## src/rtl/uart_byte_tx.sv

```systemverilog
// uart_byte_tx: serialises one byte per valid/ready handshake onto the
// UART TX line: start bit, 8 data bits, optional parity, 1 stop bit.
// Optional feature: define UART_TX_PARITY_EN to insert an even-parity bit
// between the last data bit and the stop bit (11-bit frame instead of 10).
//
// Handshake: a byte is accepted on a rising edge where tx_valid && tx_ready.
// tx_ready is high only in IDLE; tx_valid while busy is ignored (no queueing).
// tx_data is only looked at on the accepting edge.
module uart_byte_tx #(
   parameter int CLKS_PER_BIT = 234,
   parameter int MSB_FIRST    = 1
) (
   input  logic       clk,
   input  logic       reset,
   input  logic [7:0] tx_data,
   input  logic       tx_valid,
   output logic       tx_ready,
   output logic       tx_busy,
   output logic       tx_done,
   output logic       uart_tx
);

   localparam int BW = (CLKS_PER_BIT > 1) ? $clog2(CLKS_PER_BIT) : 1;
   localparam logic [BW-1:0] BAUD_LAST = BW'(CLKS_PER_BIT - 1);

`ifdef UART_TX_PARITY_EN
   typedef enum logic [2:0] {IDLE, START, DATA, PARITY, STOP} state_t;
`else
   typedef enum logic [1:0] {IDLE, START, DATA, STOP} state_t;
`endif

   state_t          state, state_next;
   logic [BW-1:0]   baud_cnt, baud_next;
   logic [2:0]      bit_cnt, bit_next;
   logic [2:0]      data_idx;
   logic [7:0]      data_q;
   logic            load;
   logic            bit_end;
   logic            tx_q, tx_next;

   assign bit_end  = (baud_cnt == BAUD_LAST);
   assign tx_ready = (state == IDLE);
   assign tx_busy  = ~tx_ready;
   assign tx_done  = (state == STOP) && bit_end;
   assign uart_tx  = tx_q;

   // Data bit selected for the upcoming clk, following the configured bit order.
   assign data_idx = (MSB_FIRST != 0) ? (3'd7 - bit_next) : bit_next;

   // Next-state, counter and line-level decode; the line level is computed for
   // the next state so the registered uart_tx lines up with the state it belongs to.
   always_comb begin
      state_next = state;
      baud_next  = bit_end ? '0 : baud_cnt + BW'(1);
      bit_next   = bit_cnt;
      load       = 1'b0;
      case (state)
         IDLE: begin
            baud_next = '0;
            bit_next  = '0;
            if (tx_valid) begin
               load       = 1'b1;
               state_next = START;
            end
         end
         START: begin
            if (bit_end) state_next = DATA;
         end
         DATA: begin
            if (bit_end) begin
               if (bit_cnt == 3'd7) begin
                  bit_next = '0;
`ifdef UART_TX_PARITY_EN
                  state_next = PARITY;
`else
                  state_next = STOP;
`endif
               end else begin
                  bit_next = bit_cnt + 3'd1;
               end
            end
         end
`ifdef UART_TX_PARITY_EN
         PARITY: begin
            if (bit_end) state_next = STOP;
         end
`endif
         STOP: begin
            if (bit_end) state_next = IDLE;
         end
         default: begin
            state_next = IDLE;
            baud_next  = '0;
            bit_next   = '0;
         end
      endcase

      tx_next = 1'b1;
      case (state_next)
         START:   tx_next = 1'b0;
         DATA:    tx_next = data_q[data_idx];
`ifdef UART_TX_PARITY_EN
         PARITY:  tx_next = ^data_q;
`endif
         default: tx_next = 1'b1;
      endcase
   end

   // State, counters, latched byte and the registered serial line.
   always_ff @(posedge clk) begin
      if (reset) begin
         state    <= IDLE;
         baud_cnt <= '0;
         bit_cnt  <= '0;
         data_q   <= '0;
         tx_q     <= 1'b1;
      end else begin
         state    <= state_next;
         baud_cnt <= baud_next;
         bit_cnt  <= bit_next;
         tx_q     <= tx_next;
         if (load) data_q <= tx_data;
      end
   end

endmodule

```

## config.mk

```make
export PLATFORM = sky130hd
export DESIGN_NAME = uart_byte_tx
export DESIGN_NICKNAME = d
export VERILOG_FILES = /design/src/rtl/uart_byte_tx.sv
export SDC_FILE = /design/constraint.sdc
export NUM_CORES = 1
export LEC_CHECK = 0
export CAP_MARGIN = 10
export CORE_MARGIN = 8
export CORE_UTILIZATION = 56
export CTS_CLUSTER_DIAMETER = 60
export DETAILED_ROUTE_END_ITERATION = 16
export PLACE_DENSITY = 0.81
export SLEW_MARGIN = 25
export SYNTH_ARGS = -nofsm -noshare
export SYNTH_HDL_FRONTEND = slang
export SYNTH_SLANG_ARGS = --single-unit
```

## constraint.sdc

```tcl
create_clock -name clk -period 3 [get_ports clk]
set_input_delay 0.6 -clock clk [delete_from_list [all_inputs] [get_ports clk]]
set_output_delay 0.6 -clock clk [all_outputs]
set_load 0.02 [all_outputs]
```

---- Yosys cells after proc, flatten, opt, wreduce, memory -nomap -nowiden ----
Cells that the tools add are included.
word-level totals
  register bits after elaboration ......... 22
  input bits .............................. 11
  logic and storage cells ................. 34
operators by class
  reduce and logical (&&, ||, !) cells .... 3
  multiplexer cells ....................... 14
  $lt $le $gt $ge ......................... 1
  $add $sub $neg .......................... 3
  bitwise gates (word level) .............. 1
  equality and inequality tests ........... 7
operator list
  kind                                                                   number
  2-bit 2-to-1 mux                                                       5
  8-bit by 1-bit adder with 8-bit output (second input constant)         1
  8-bit == test (second input constant)                                  1
  2-bit one-hot mux with 4 select lines                                  1
  2-bit == test (second input constant)                                  3
  3-bit 2-to-1 mux                                                       2
  3-bit one-hot mux with 2 select lines                                  1
  2-bit by 1-bit == test with 1-bit output (second input constant)       2
  3-bit by 4-bit < comparator with 1-bit output (second input constant)  1
  3-bit by 1-bit adder with 3-bit output (second input constant)         1
  1-bit binary-select mux with 3-bit select                              1
  3-bit == test (second input constant)                                  1
  1-bit 2-to-1 mux                                                       3
  3-bit OR reduction                                                     1
  3-bit subtractor (first input constant)                                1
  2-bit zero test                                                        1
  1-bit one-hot mux with 2 select lines                                  1
  1-bit logical AND                                                      1
  1-bit inverter                                                         1

---- Longest topological paths before layout ----
Gate-level depths: netlist (run 1).
  depth in word-level cells ............... 8
  gate-level depth with buffers ........... 8
  gate-level depth less buffers ........... 8

---- Worst setup path after synthesis (run 1) ----
Ideal clock, no wire load.
  kind .................................... reg-to-reg
  start point ............................. reg bit_cnt[0]
  end point ............................... reg tx_q, in the netlist uart_tx
  buffers on the path ..................... 0
  data required time ...................... 2884 ps
  setup slack ............................. 959 ps
  stages on the path, launching flop included .. 9
  data arrival time ....................... 1925 ps
  library setup time ...................... 116 ps
  cell sequence ........................... dfxtp_1 -> ha_1 -> ha_1 -> nor2_1 -> a22oi_2 -> a21o_4 -> a211o_1 -> a2111o_1 -> o211a_1
between the ends
  longest elaborated chain between the ends .. 8
  elaborated cells between the ends (all ways) .. 14
  those cells by class .................... add/sub: 2; eq/ne: 3; mux: 9
ends and longest elaborated chain
  what                                                                            line    source
  start: declaration                                                              34      logic [2:0] bit_cnt, bit_next;
  start signal: assignment                                                        120     bit_cnt <= bit_next;
  3-bit by 1-bit adder with 3-bit output / 3-bit == test (equally long branches)  79, 71
  3-bit 2-to-1 mux                                                                71      if (bit_cnt == 3'd7) begin
  3-bit 2-to-1 mux                                                                70      if (bit_end) begin
  3-bit one-hot mux with 2 select lines                                           57      case (state)
  3-bit subtractor                                                                48      assign data_idx = (MSB_FIRST != 0) ? (3'd7 - bit_next) : bit_next;
  1-bit binary-select mux with 3-bit select                                       101     DATA: tx_next = data_q[data_idx];
  1-bit 2-to-1 mux (implied by the code)                                          101
  1-bit one-hot mux with 2 select lines (*)                                       99      case (state_next)
  end signal: assignment                                                          121     tx_q <= tx_next;
  end: declaration                                                                39      logic tx_q, tx_next;
Mark *: on every way between the ends. The rest lies on a longest branch, timed or not. The select of a mux whose other input is x is not followed.
A chain may end at the register's enable or synchronous reset.

---- Worst setup path after layout (run 1) ----
  start point ............................. reg baud_cnt[0]
  end point ............................... out tx_done
between the ends
  longest elaborated chain between the ends .. 2
ends and longest elaborated chain
  what                      line  source
  start: declaration        33    logic [BW-1:0] baud_cnt, baud_next;
  start signal: assignment  119   baud_cnt <= baud_next;
  8-bit == test             41    assign bit_end = (baud_cnt == BAUD_LAST);
  1-bit logical AND         44    assign tx_done = (state == STOP) && bit_end;
  end: declaration          19    output logic tx_done,
Every way passes these cells.

==> run summary, run 1 <==
The number of sinks driven by the clock tree was 22. The worst setup path is of the reg -> out kind. The number of buffer cells added on primary ports was 14; the remaining antenna violation count was 0. The final layout contains routed wiring with a total length of 2079 microns. STA classifies the critical path startpoint as a flip-flop. After detailed routing, the average wire length per cell comes to 12.38 microns. The number of max-cap violations is 0. Along the worst path, the maximum fanout reaches 10.

Entering global routing, the biggest net connects 14 pins. For the effective utilization at floorplan, the log shows 0.5750. The post-layout minimum cycle time was 2777 ps. The fraction of final layout cells with drive strength greater than 1 is 0.09220, and the clock skew after layout is 1.014 ps. The core footprint came out at 1902 sq um. The logs give 894 for the total via count after detailed routing and 310 ps for the clock latency on the worst-skew pair. The run gives 0.1374 as the total routing resource utilization after global routing. In this run the cell area of the synthesized design comes to 1094 sq um. For the final routed database, the setup TNS stands at 0 ps. Synthesis produced a netlist whose cell count is 128. The tools report the hold-fix buffer count after cts as 0. In this run, post-CTS repair resized a total of 0 instances. The synthesized netlist contains 38 unique library cells. In this run the worst hold path is classified as reg -> reg. Data on the critical path is required at its endpoint by 2400 ps. The root buffer cell chosen for the clock tree is sky130_fd_sc_hd__clkbuf_4. The number of detailed-routing iterations run before antenna repair is 4, and the final weighted congestion of routability-driven global placement is 0.8330.

Number of cells on the critical path: 6. The final cycle utilization of the critical path works out to 0.9257. TritonCTS built the clock tree. For the sequential cell area fraction in the yosys report, the log shows 0.4027. The number of buffers inserted during clock tree synthesis was 3. In the layout the commonest cells are 22 x sky130_fd_sc_hd__nand2_1, 22 x sky130_fd_sc_hd__dfxtp_1, 19 x sky130_fd_sc_hd__nor2_1. The buffers plus inverters on the worst setup path is 1. In this run the vertical extent of the chip is 60.19 microns. For the count of standard-cell rows, the log shows 16. The logs give 912 for the number of global-route vias before repair and 360.1 MHz for the maximum clock frequency.

Setup repair after global routing left no endpoint under its margin. The leftover overflow at the end of global routing was 0. The tools report the kind of capture point of the worst setup path as an output pin. In this design, the stage delay of the slowest critical-path cell is 610 ps.

The flow ran to the end, and the final reports show no timing, DRC or antenna violations. In this design, the largest share of critical-path delay is due to simple AND/OR/NAND/NOR gates. The first-pass GRT wire length is 3850 microns.

On the final layout, the worst hold slack is 467.3 ps. The number of flops mapped to enable cells by yosys was 0; the setup-violating endpoint count in the final report was 0. In this run the count of I/O pins placed on the die edge is 15. The die extent in x was 60.19 microns; the number of nets in the final layout was 157. The number of synthesized register bits is 22, and the area growth from synthesis to final layout is 18.76%. The tools report the leakage dissipation as 0.0005229 uW.

For this run, the leading register cell type out of synthesis is sky130_fd_sc_hd__dfxtp_1. The floorplan step defined a die boundary enclosing 3623 sq um. The tools report the final core utilization as 0.6829.

For the worst setup path, the data arrival time is 2180 ps. For the initial antenna violation count, the log shows 0. The share of async-settable or async-resettable flops after synthesis is 0, and the buffers inserted during post-CTS setup optimization is 0. The clock slew at the register clock pins of the worst setup and hold paths is 120 ps, and the total number of H-tree levels is 1. The path depth of the worst reg2reg path is 8.

The logs give 0 for the max-slew violation count and 2 for the buffer depth of the longest clock path. The HPWL after detailed placement is 1563 microns. Walking the worst path, the cells encountered are ha_1 > nand3b_1 > nor2_4 > nand2_1 > nor2_1 > clkdlybuf4s50_1.

Counting instances, the worst hold path has a depth of 2. 0 antenna diodes ended up in the layout. In the routed layout, each cell is associated on average with a via count of 5.321. The headroom to the max-slew limit is 0.7603. Across the VDD grid, the largest voltage drop is 0.5204 mV. For the total number of yosys warnings, the log shows 0. The synthesized netlist net count was 143.

The ratio of total power to cell area was 451.8 nW/um^2; the pin slew with the least headroom to its limit was 359.0 ps. The tools report the total design power as 586.7 uW. The run gives 0 as the number of failing hold endpoints at the final stage. For this run, design rule violations remaining after detail routing come to 0. A synthesized cell averages 8.543 sq um. For this design, the slowest cell found on the critical path is sky130_fd_sc_hd__clkdlybuf4s50_1. The detailed router finished its first iteration with 20 violations.
-- layer usage --
| metal | vias up | global-route usage | wire length (microns) |
|---|---|---|---|
| met5 | - | 0 | 0 |
| met4 | 0 | 0.06463 | 38 |
| met3 | 5 | 0.03871 | 60 |
| met2 | 17 | 0.2241 | 998 |
| met1 | 410 | 0.1597 | 982 |
| li1 | 462 | - | - |
-- registers in the layout, indices dropped and copies added, names as in the netlist --
| name | cells |
|---|---|
| baud_cnt | 8 |
| data_q | 8 |
| bit_cnt | 3 |
| state | 2 |
| uart_tx | 1 |
-- power by group --
part           leakage [uW]  switching (uW)  internal (uW)
registers          0.000179            7.55            301
clock network     0.0000279            90.9            135
logic              0.000316            24.9           26.7
total              0.000523             123            463
-- area by class of cell --
| cell class | count | area [sq um] |
|---|---|---|
| multi-input combinational | 95 | 605.6 |
| clock inverter | 1 | 30.03 |
| tap | 27 | 33.78 |
| timing repair buffer | 15 | 147.6 |
| inverter | 5 | 18.77 |
| sequential | 22 | 440.4 |
| clock buffer | 3 | 22.52 |
| fill | 150 | 603.1 |
-- worst paths after layout --
kind	start	endpoint	slack, ps
worst max-delay path	baud_cnt[0]	tx_done	220
worst min-delay path	data_q[2]	data_q[2]	470
worst max register to register	bit_cnt[0]	uart_tx	830
worst min register to register	data_q[2]	data_q[2]	470
-- metrics by stage --
step	std cells	instance area [sq um]	setup WS (ps)
2_1_floorplan	128	1094	958.7
3_3_place_gp	164	1246	640.5
3_5_place_dp	164	1246	602.5
4_1_cts	168	1299	216.6
5_1_grt	168	1299	36.16
6_report	168	1299	222.8
-- synthesized netlist by cell type (2+ instances only) --
master | n | area (sq um)
sky130_fd_sc_hd__dfxtp_1 | 22 | 440.4
sky130_fd_sc_hd__o211a_1 | 2 | 20.02
sky130_fd_sc_hd__nand2_1 | 22 | 82.58
sky130_fd_sc_hd__a211oi_1 | 2 | 15.01
sky130_fd_sc_hd__ha_1 | 4 | 50.05
sky130_fd_sc_hd__xor2_1 | 3 | 26.28
sky130_fd_sc_hd__nor2_1 | 19 | 71.32
sky130_fd_sc_hd__inv_1 | 5 | 18.77
sky130_fd_sc_hd__xnor2_1 | 4 | 35.03
sky130_fd_sc_hd__o21ai_0 | 2 | 10.01
sky130_fd_sc_hd__clkbuf_1 | 3 | 11.26
sky130_fd_sc_hd__mux2i_1 | 3 | 30.03
sky130_fd_sc_hd__nand3_1 | 4 | 20.02
sky130_fd_sc_hd__a21oi_1 | 9 | 45.04
-- worst min-delay path, cell delays in order, from the launching register on --
cell and delay (ps):
sky130_fd_sc_hd__dfxtp_1 330, sky130_fd_sc_hd__nand2_1 50, sky130_fd_sc_hd__a21oi_1 50
-- kinds of logic (layout without fill, tap and decap cells) --
family	after synthesis	count (layout)	synth area share
muxes	3	3	0.02746
adders and majority gates	4	4	0.04577
xor gates and xnor gates	7	7	0.05607
DFF	22	22	0.4027
AOI/OAI and AO/OA	26	26	0.1808
buffers and inverters	11	24	0.04347
and+or+nand+nor	55	55	0.2437
No activity file was read; power rests on OpenSTA's default activity.
==> run 2: changes to the inputs <==
Settings changed: CAP_MARGIN 10 to 20.
==> results of run 2 <==
No change in the layout: final DEF, timing and power equal those of run 1.
